### src/rtl/control_memory_pkg.sv
// Shared types and helpers for the multithreaded control memory.
// Address layout is {thread, opcode} with the thread in the MSBs.
package control_memory_pkg;

    typedef enum logic {
        INIT = 1'b0,
        RUN  = 1'b1
    } cm_state_e;

    localparam int CM_LAT_MIN = 1;
    localparam int CM_LAT_MAX = 2;

    function automatic int cm_addr_width(input int opcode_w, input int thread_w);
        return opcode_w + thread_w;
    endfunction

    function automatic int cm_depth(input int thread_cnt, input int opcode_w);
        return thread_cnt * (1 << opcode_w);
    endfunction

    function automatic bit cm_latency_legal(input int lat);
        return (lat >= CM_LAT_MIN) && (lat <= CM_LAT_MAX);
    endfunction

endpackage

### src/rtl/control_memory_thread_counter.sv
// Round-robin hardware thread counter, wraps COUNT-1 -> 0.
// Runs every cycle regardless of the memory's init/run state.
module control_memory_thread_counter
    import control_memory_pkg::*;
#(
    parameter int COUNT = 8,
    parameter int WIDTH = 3
) (
    input  logic             clock,
    input  logic             reset_n,
    output logic [WIDTH-1:0] thread
);

    localparam logic [WIDTH-1:0] LAST = WIDTH'(COUNT - 1);

    always_ff @(posedge clock or negedge reset_n) begin
        if (!reset_n) begin
            thread <= '0;
        end else if (thread == LAST) begin
            thread <= '0;
        end else begin
            thread <= thread + WIDTH'(1);
        end
    end

endmodule

### src/rtl/control_memory_mt.sv
// Multithreaded opcode-to-control-word RAM with self-initialisation,
// write/read collision forwarding and thread-tagged read output.
module control_memory_mt
    import control_memory_pkg::*;
#(
    parameter int                        OPCODE_WIDTH       = 4,
    parameter int                        CONTROL_WIDTH      = 20,
    parameter int                        THREAD_COUNT       = 8,
    parameter int                        THREAD_COUNT_WIDTH = 3,
    parameter int                        READ_LATENCY       = 1,
    parameter int                        READ_NEW_DATA      = 0,
    parameter logic [CONTROL_WIDTH-1:0]  DEFAULT_CONTROL    = '0,
    parameter string                     RAMSTYLE           = ""
) (
    input  logic                          clock,
    input  logic                          reset_n,
    input  logic                          wren,
    input  logic [THREAD_COUNT_WIDTH-1:0] write_thread,
    input  logic [OPCODE_WIDTH-1:0]       write_addr,
    input  logic [CONTROL_WIDTH-1:0]      write_data,
    input  logic                          rden,
    input  logic [OPCODE_WIDTH-1:0]       read_addr,
    output logic [CONTROL_WIDTH-1:0]      read_data,
    output logic                          read_valid,
    output logic [THREAD_COUNT_WIDTH-1:0] read_thread,
    output logic                          ready,
    output logic                          write_dropped
);

    localparam int CM_ADDR_WIDTH = cm_addr_width(OPCODE_WIDTH, THREAD_COUNT_WIDTH);
    localparam int CM_DEPTH      = cm_depth(THREAD_COUNT, OPCODE_WIDTH);
    localparam int IW            = CM_ADDR_WIDTH + 1;

    localparam logic [IW-1:0] INIT_LAST = IW'(CM_DEPTH - 1);
    localparam logic [THREAD_COUNT_WIDTH-1:0] THREAD_LAST =
        THREAD_COUNT_WIDTH'(THREAD_COUNT - 1);

    if (!cm_latency_legal(READ_LATENCY)) begin : g_bad_latency
        $error("READ_LATENCY must be 1 or 2");
    end

    cm_state_e state, state_d;
    logic [IW-1:0] init_addr, init_addr_d;
    logic [THREAD_COUNT_WIDTH-1:0] current_thread;

    control_memory_thread_counter #(
        .COUNT (THREAD_COUNT),
        .WIDTH (THREAD_COUNT_WIDTH)
    ) u_thread_counter (
        .clock   (clock),
        .reset_n (reset_n),
        .thread  (current_thread)
    );

    always_ff @(posedge clock or negedge reset_n) begin
        if (!reset_n) begin
            state     <= INIT;
            init_addr <= '0;
        end else begin
            state     <= state_d;
            init_addr <= init_addr_d;
        end
    end

    always_comb begin
        state_d     = state;
        init_addr_d = init_addr;
        unique case (state)
            INIT: begin
                init_addr_d = init_addr + IW'(1);
                if (init_addr == INIT_LAST) begin
                    state_d = RUN;
                end
            end
            RUN: begin
                state_d = RUN;
            end
            default: begin
                state_d = INIT;
            end
        endcase
    end

    assign ready = (state == RUN);

    (* ramstyle = RAMSTYLE *)
    logic [CONTROL_WIDTH-1:0] mem [CM_DEPTH];

    logic                     thread_ok;
    logic                     ram_we;
    logic [CM_ADDR_WIDTH-1:0] ram_waddr;
    logic [CONTROL_WIDTH-1:0] ram_wdata;
    logic [CM_ADDR_WIDTH-1:0] ram_raddr;
    logic                     rd_fire;
    logic                     rd_fwd;
    logic [CONTROL_WIDTH-1:0] rd_word;

    assign thread_ok = (write_thread <= THREAD_LAST);

    // During INIT the write port belongs to the default-word sweep.
    always_comb begin
        ram_we    = 1'b0;
        ram_waddr = {write_thread, write_addr};
        ram_wdata = write_data;
        if (!ready) begin
            ram_we    = 1'b1;
            ram_waddr = init_addr[CM_ADDR_WIDTH-1:0];
            ram_wdata = DEFAULT_CONTROL;
        end else if (wren && thread_ok) begin
            ram_we = 1'b1;
        end
    end

    always_ff @(posedge clock) begin
        if (ram_we) begin
            mem[ram_waddr] <= ram_wdata;
        end
    end

    assign ram_raddr = {current_thread, read_addr};
    assign rd_fire   = rden && ready;
    assign rd_fwd    = (READ_NEW_DATA != 0) && ram_we && (ram_waddr == ram_raddr);
    assign rd_word   = rd_fwd ? write_data : mem[ram_raddr];

    logic [CONTROL_WIDTH-1:0]      s1_data;
    logic                          s1_valid;
    logic [THREAD_COUNT_WIDTH-1:0] s1_thread;

    always_ff @(posedge clock or negedge reset_n) begin
        if (!reset_n) begin
            s1_data       <= '0;
            s1_valid      <= 1'b0;
            s1_thread     <= '0;
            write_dropped <= 1'b0;
        end else begin
            s1_valid      <= rd_fire;
            write_dropped <= wren && (!ready || !thread_ok);
            if (rd_fire) begin
                s1_data   <= rd_word;
                s1_thread <= current_thread;
            end
        end
    end

    if (READ_LATENCY >= 2) begin : g_lat2
        logic [CONTROL_WIDTH-1:0]      s2_data;
        logic                          s2_valid;
        logic [THREAD_COUNT_WIDTH-1:0] s2_thread;

        always_ff @(posedge clock or negedge reset_n) begin
            if (!reset_n) begin
                s2_data   <= '0;
                s2_valid  <= 1'b0;
                s2_thread <= '0;
            end else begin
                s2_valid <= s1_valid;
                if (s1_valid) begin
                    s2_data   <= s1_data;
                    s2_thread <= s1_thread;
                end
            end
        end

        assign read_data   = s2_data;
        assign read_valid  = s2_valid;
        assign read_thread = s2_thread;
    end else begin : g_lat1
        assign read_data   = s1_data;
        assign read_valid  = s1_valid;
        assign read_thread = s1_thread;
    end

endmodule

### config.mk
export PLATFORM = sky130hd
export DESIGN_NAME = control_memory_mt
export DESIGN_NICKNAME = d
export VERILOG_FILES = /design/src/rtl/control_memory_pkg.sv /design/src/rtl/control_memory_thread_counter.sv /design/src/rtl/control_memory_mt.sv
export SDC_FILE = /design/constraint.sdc
export NUM_CORES = 2
export LEC_CHECK = 0
export ABC_AREA = 1
export BUFFER_PORTS_ARGS = -buffer_cell sky130_fd_sc_hd__buf_2
export CAP_MARGIN = 20
export CORE_UTILIZATION = 50
export DETAILED_ROUTE_END_ITERATION = 8
export PLACE_DENSITY_LB_ADDON = 0.2
export SETUP_SLACK_MARGIN = 0.1
export SYNTH_ARGS = -nofsm -noshare
export SYNTH_HDL_FRONTEND = slang
export SYNTH_HIERARCHICAL = 1
export SYNTH_SLANG_ARGS = --single-unit
### constraint.sdc
create_clock -name clock -period 9.62 [get_ports clock]
set_input_delay 0.962 -clock clock [delete_from_list [all_inputs] [get_ports clock]]
set_output_delay 0.962 -clock clock [all_outputs]
set_load 0.01 [all_outputs]
==> impl_metrics.csv <==
group,metric,value,unit
synth,avgSynthCellArea,11.8,um2
timing,finalCritPeriodShare,0.478,
cts,cts_tree,"done",
synth,synthSimpleGateAreaFrac,0.229,
final_layout,stdcell_area,117000,um2
synth,synth_compound_area_frac,0.000490,
timing,setup_slack,5.03,ns
detailed_routing,avgRoutedWirePerCell,25.5,um
detailed_routing,drtIter0Drc,8484,
placement,port-buffer-count,60,
detailed_routing,drc,0,
synth,async_flop_share,0.0142,
cts,clk_latency,0.94,ns
final_layout,multi_input_area,24500,um2
cts,cts.repair.resized,0,
synth,synth-adder-area-share,0.000358,
synth,synth_seq_area_share,0.743,
synth,synth_top_family_by_area,"simple AND/OR/NAND/NOR gates",
floorplanning,die_h,460,um
synth,synth-edff-count,2560,
worst_setup_path,crit_arrival,5.46,ns
worst_setup_path,crit_family,"buffers and inverters",
placement,place_congestion,0.859,
pwr,p_leak,40.2,nW
timing,slew_violations,0,
worst_setup_path,crit_required,10.49,ns
worst_setup_path,endpoint_kind,"flip-flop",
synth,syn_inst,8863,
placement,placed_area,108000,um2
pwr,total_power,23.4,mW
cts,htreeDepth,5,
detailed_routing,avgViaCountPerCell,5.85,
synth,syn_nets,8901,
min_path,hold_class,"input pin to async pin",
synth,synthesis.area,105000,um2
detailed_routing,first_pass_iters,6,
floorplanning,initial_utilization,0.504,
detailed_routing,routed_wl,302000,um
cts,ctsHoldBuffers,0,
synth,synth_top_area_share,0.734,
synth,synthTopCellsByArea,"edfxtp_1 73%, nand2_1 11%, nand3_1 11%",
final_layout,drive_gt1_frac,0.0874,
timing,worst_slew_pin_slew,1.14,ns
timing,rsz0062_at_grt,"no",
global_routing,grt_pass1_wl,440000,um
final_layout,nNetsFinal,8884,
pwr,switchingPower,5.10,mW
final_layout,syn_to_final_growth,11.2,%
floorplanning,core,208000,um2
global_routing,grt_pass1_vias,64300,
worst_setup_path,cpPeakStageDelay,0.88,ns
cts,root_buffer,"clkbuf_16",
global_routing,grt_max_degree,206,
synth,synth_commonest_cells,"3,195 x nand2_1, 2,560 x edfxtp_1, 2,264 x nand3_1",
detailed_routing,final_antenna_net_count,0,
worst_setup_path,crit_chain,"buf_8 > inv_8 > buf_4 > buf_4 > nand2_1 > nand3_1 > nand3_1 > nand2_1 > nand2_1 > nand3_1 > nand3_1 > nand2_1 > nand2_1 > nand3_1",
global_routing,grt_usage,0.283,
worst_setup_path,slowest_stage,"buf_4",
floorplanning,die_w,460,um
timing,min_period,4.59,ns
floorplanning,rows,167,
synth,synthMuxAreaShare,0,
detailed_routing,num_vias,69200,
placement,pre_cts_slack,4.22,ns
global_routing,antenna_found_initial,2,
timing,setup_viol,0,
synth,ys.flop_type,"edfxtp_1",
cts,clock-sinks,2597,
timing,fin_setup_tns,0,ns
final_layout,seq_area,77800,um2
floorplanning,num_io_pins,61,
pwr,pwr-share-seq,0.523,
synth,ys_ff_latch,2597,
final_layout,fillers,17000,
job,drv_cap,0,
cts,cts_buffers,286,
synth,yosysMostFrequentCell,"nand2_1",
synth,yosys_warnings,6,
pwr,comb_power_share,0.049,
pwr,p_clk_frac,0.428,
run_status,status,"finished, final reports clean",
worst_setup_path,path_buf_inv,4,
pwr,ir_worst_vdd,0.000212,V
synth,yosysTopAreaCell,"edfxtp_1",
timing,hold_violations,0,
timing,fmax,218,MHz
synth,synth.distinct_cells,24,
pwr,p_int,18.3,mW
cts,post_cts_buffers,0,
synth,synth_xor_xnor_area_share,0.000585,
timing,fin_skew,0.0407,ns
pwr,power.density,201,nW/um2
floorplanning,dieArea,211000,um2
worst_setup_path,worstSetupStartpointType,"input pin",
timing,max_slew_margin,0.235,
worst_setup_path,critical_path_class,"input pin to flip-flop",
worst_setup_path,path_max_fanout,132,
global_routing,overflow,0,
placement,hpwl,161000,um
cts,clkTransAtPathRegs,0.06,ns
cts,clockBufferDepth,4,
pwr,switching_share,0.218,
routing by layer:
layer,global-route usage,share of wire,up-vias
li1,-,-,31100
met1,0.405,0.41,34100
met2,0.436,0.46,3579
met3,0.0482,0.096,456
met4,0.106,0.037,0
met5,0,0,-
state kept, by name (all words and copies together) (netlist names):
register / count
mem: 2560
read_data: 20
init_addr: 8
read_thread: 3
u_thread_counter/thread: 3
read_valid: 1
ready: 1
write_dropped: 1
cell usage in the layout (no fill, tap or decap), types with 3 or more instances in the layout:
master | netlist | routed
nand2_1 | 3195 | 3195
edfxtp_1 | 2560 | 2560
nand3_1 | 2264 | 2262
clkbuf_16 | 0 | 291
buf_4 | 3 | 198
nor2_2 | 2 | 110
clkinv_1 | 2 | 75
buf_2 | 391 | 56
clkbuf_1 | 110 | 52
clkinv_2 | 0 | 42
dfrtp_1 | 37 | 35
inv_1 | 43 | 22
inv_4 | 0 | 20
nor2_1 | 147 | 20
nor2_4 | 0 | 19
buf_12 | 0 | 11
bufinv_16 | 0 | 8
nor3_1 | 9 | 7
diode_2 | 0 | 5
o21ai_0 | 5 | 5
inv_6 | 0 | 5
clkbuf_8 | 0 | 5
xnor2_1 | 4 | 4
buf_8 | 0 | 4
or2_2 | 3 | 3
inv_8 | 0 | 3
xor2_1 | 3 | 3
ha_1 | 3 | 3
worst register-to-register path, delay by kind of cell (launching register included):
| family | cells | cell delay, ns |
|---|---|---|
| compound gates | 1 | 0.41 |
| buf+inv | 4 | 1.09 |
| flops | 1 | 0.32 |
| simple gates | 4 | 2.23 |
power groups by stage:
| stage | logic, mW | clock network, mW | registers, mW |
|---|---|---|---|
| final | 1.15 | 10.0 | 12.2 |
| after floorplan | 0.774 | 0 | 12.5 |
| after global routing | 1.26 | 10.6 | 12.2 |
| after global placement | 1.12 | 0 | 12.5 |
| after CTS | 1.14 | 10.1 | 12.2 |
| after detailed placement | 1.13 | 0 | 12.5 |
logic make-up (layout without fill, tap and decap cells):
logic type | Yosys count | in the layout
adders and majority gates | 3 | 3
buffers and inverters | 625 | 800
and+or+nand+nor | 5622 | 5622
other | 0 | 5
AOI/OAI and AO/OA | 9 | 9
xor gates and xnor gates | 7 | 7
DFF | 2597 | 2597
cell type report:
type                    count  share of cell area
well taps                2788              0.0299
flip-flops and latches   2597               0.668
clock buffers             348              0.0647
repair buffers            270              0.0177
diodes                      5            0.000107
inverters                  50             0.00229
clock inverters           132             0.00703
multi-input cells        5641               0.211
worst paths after layout:
check	start	to	slack (ns)	cells after the start
setup / recovery	read_addr[0]	read_data[1]$_DFFE_PN0P_	5.03	14
hold / removal	reset_n	ready$_DFF_PN0_	0.11	2
setup reg to reg	ready$_DFF_PN0_	mem[20][11]$_DFFE_PP_	5.22	9
hold reg to reg	init_addr[7]$_DFFE_PN0N_	ready$_DFF_PN0_	0.49	1
max in group asynchronous	reset_n	u_thread_counter/thread[0]$_DFF_PN0_	8.86	2
min in group clock	wren	write_dropped$_DFF_PN0_	0.26	3
stage by stage:
step	hold WS, ns	cells	utilization
2_1_floorplan	0.426	8863	-
3_3_place_gp	0.461	11300	0.521
3_5_place_dp	0.492	11300	0.521
4_1_cts	0.126	11800	0.561
5_1_grt	0.147	11800	0.561
6_report	0.115	11800	0.561
No activity file was read; power rests on OpenSTA's default activity.
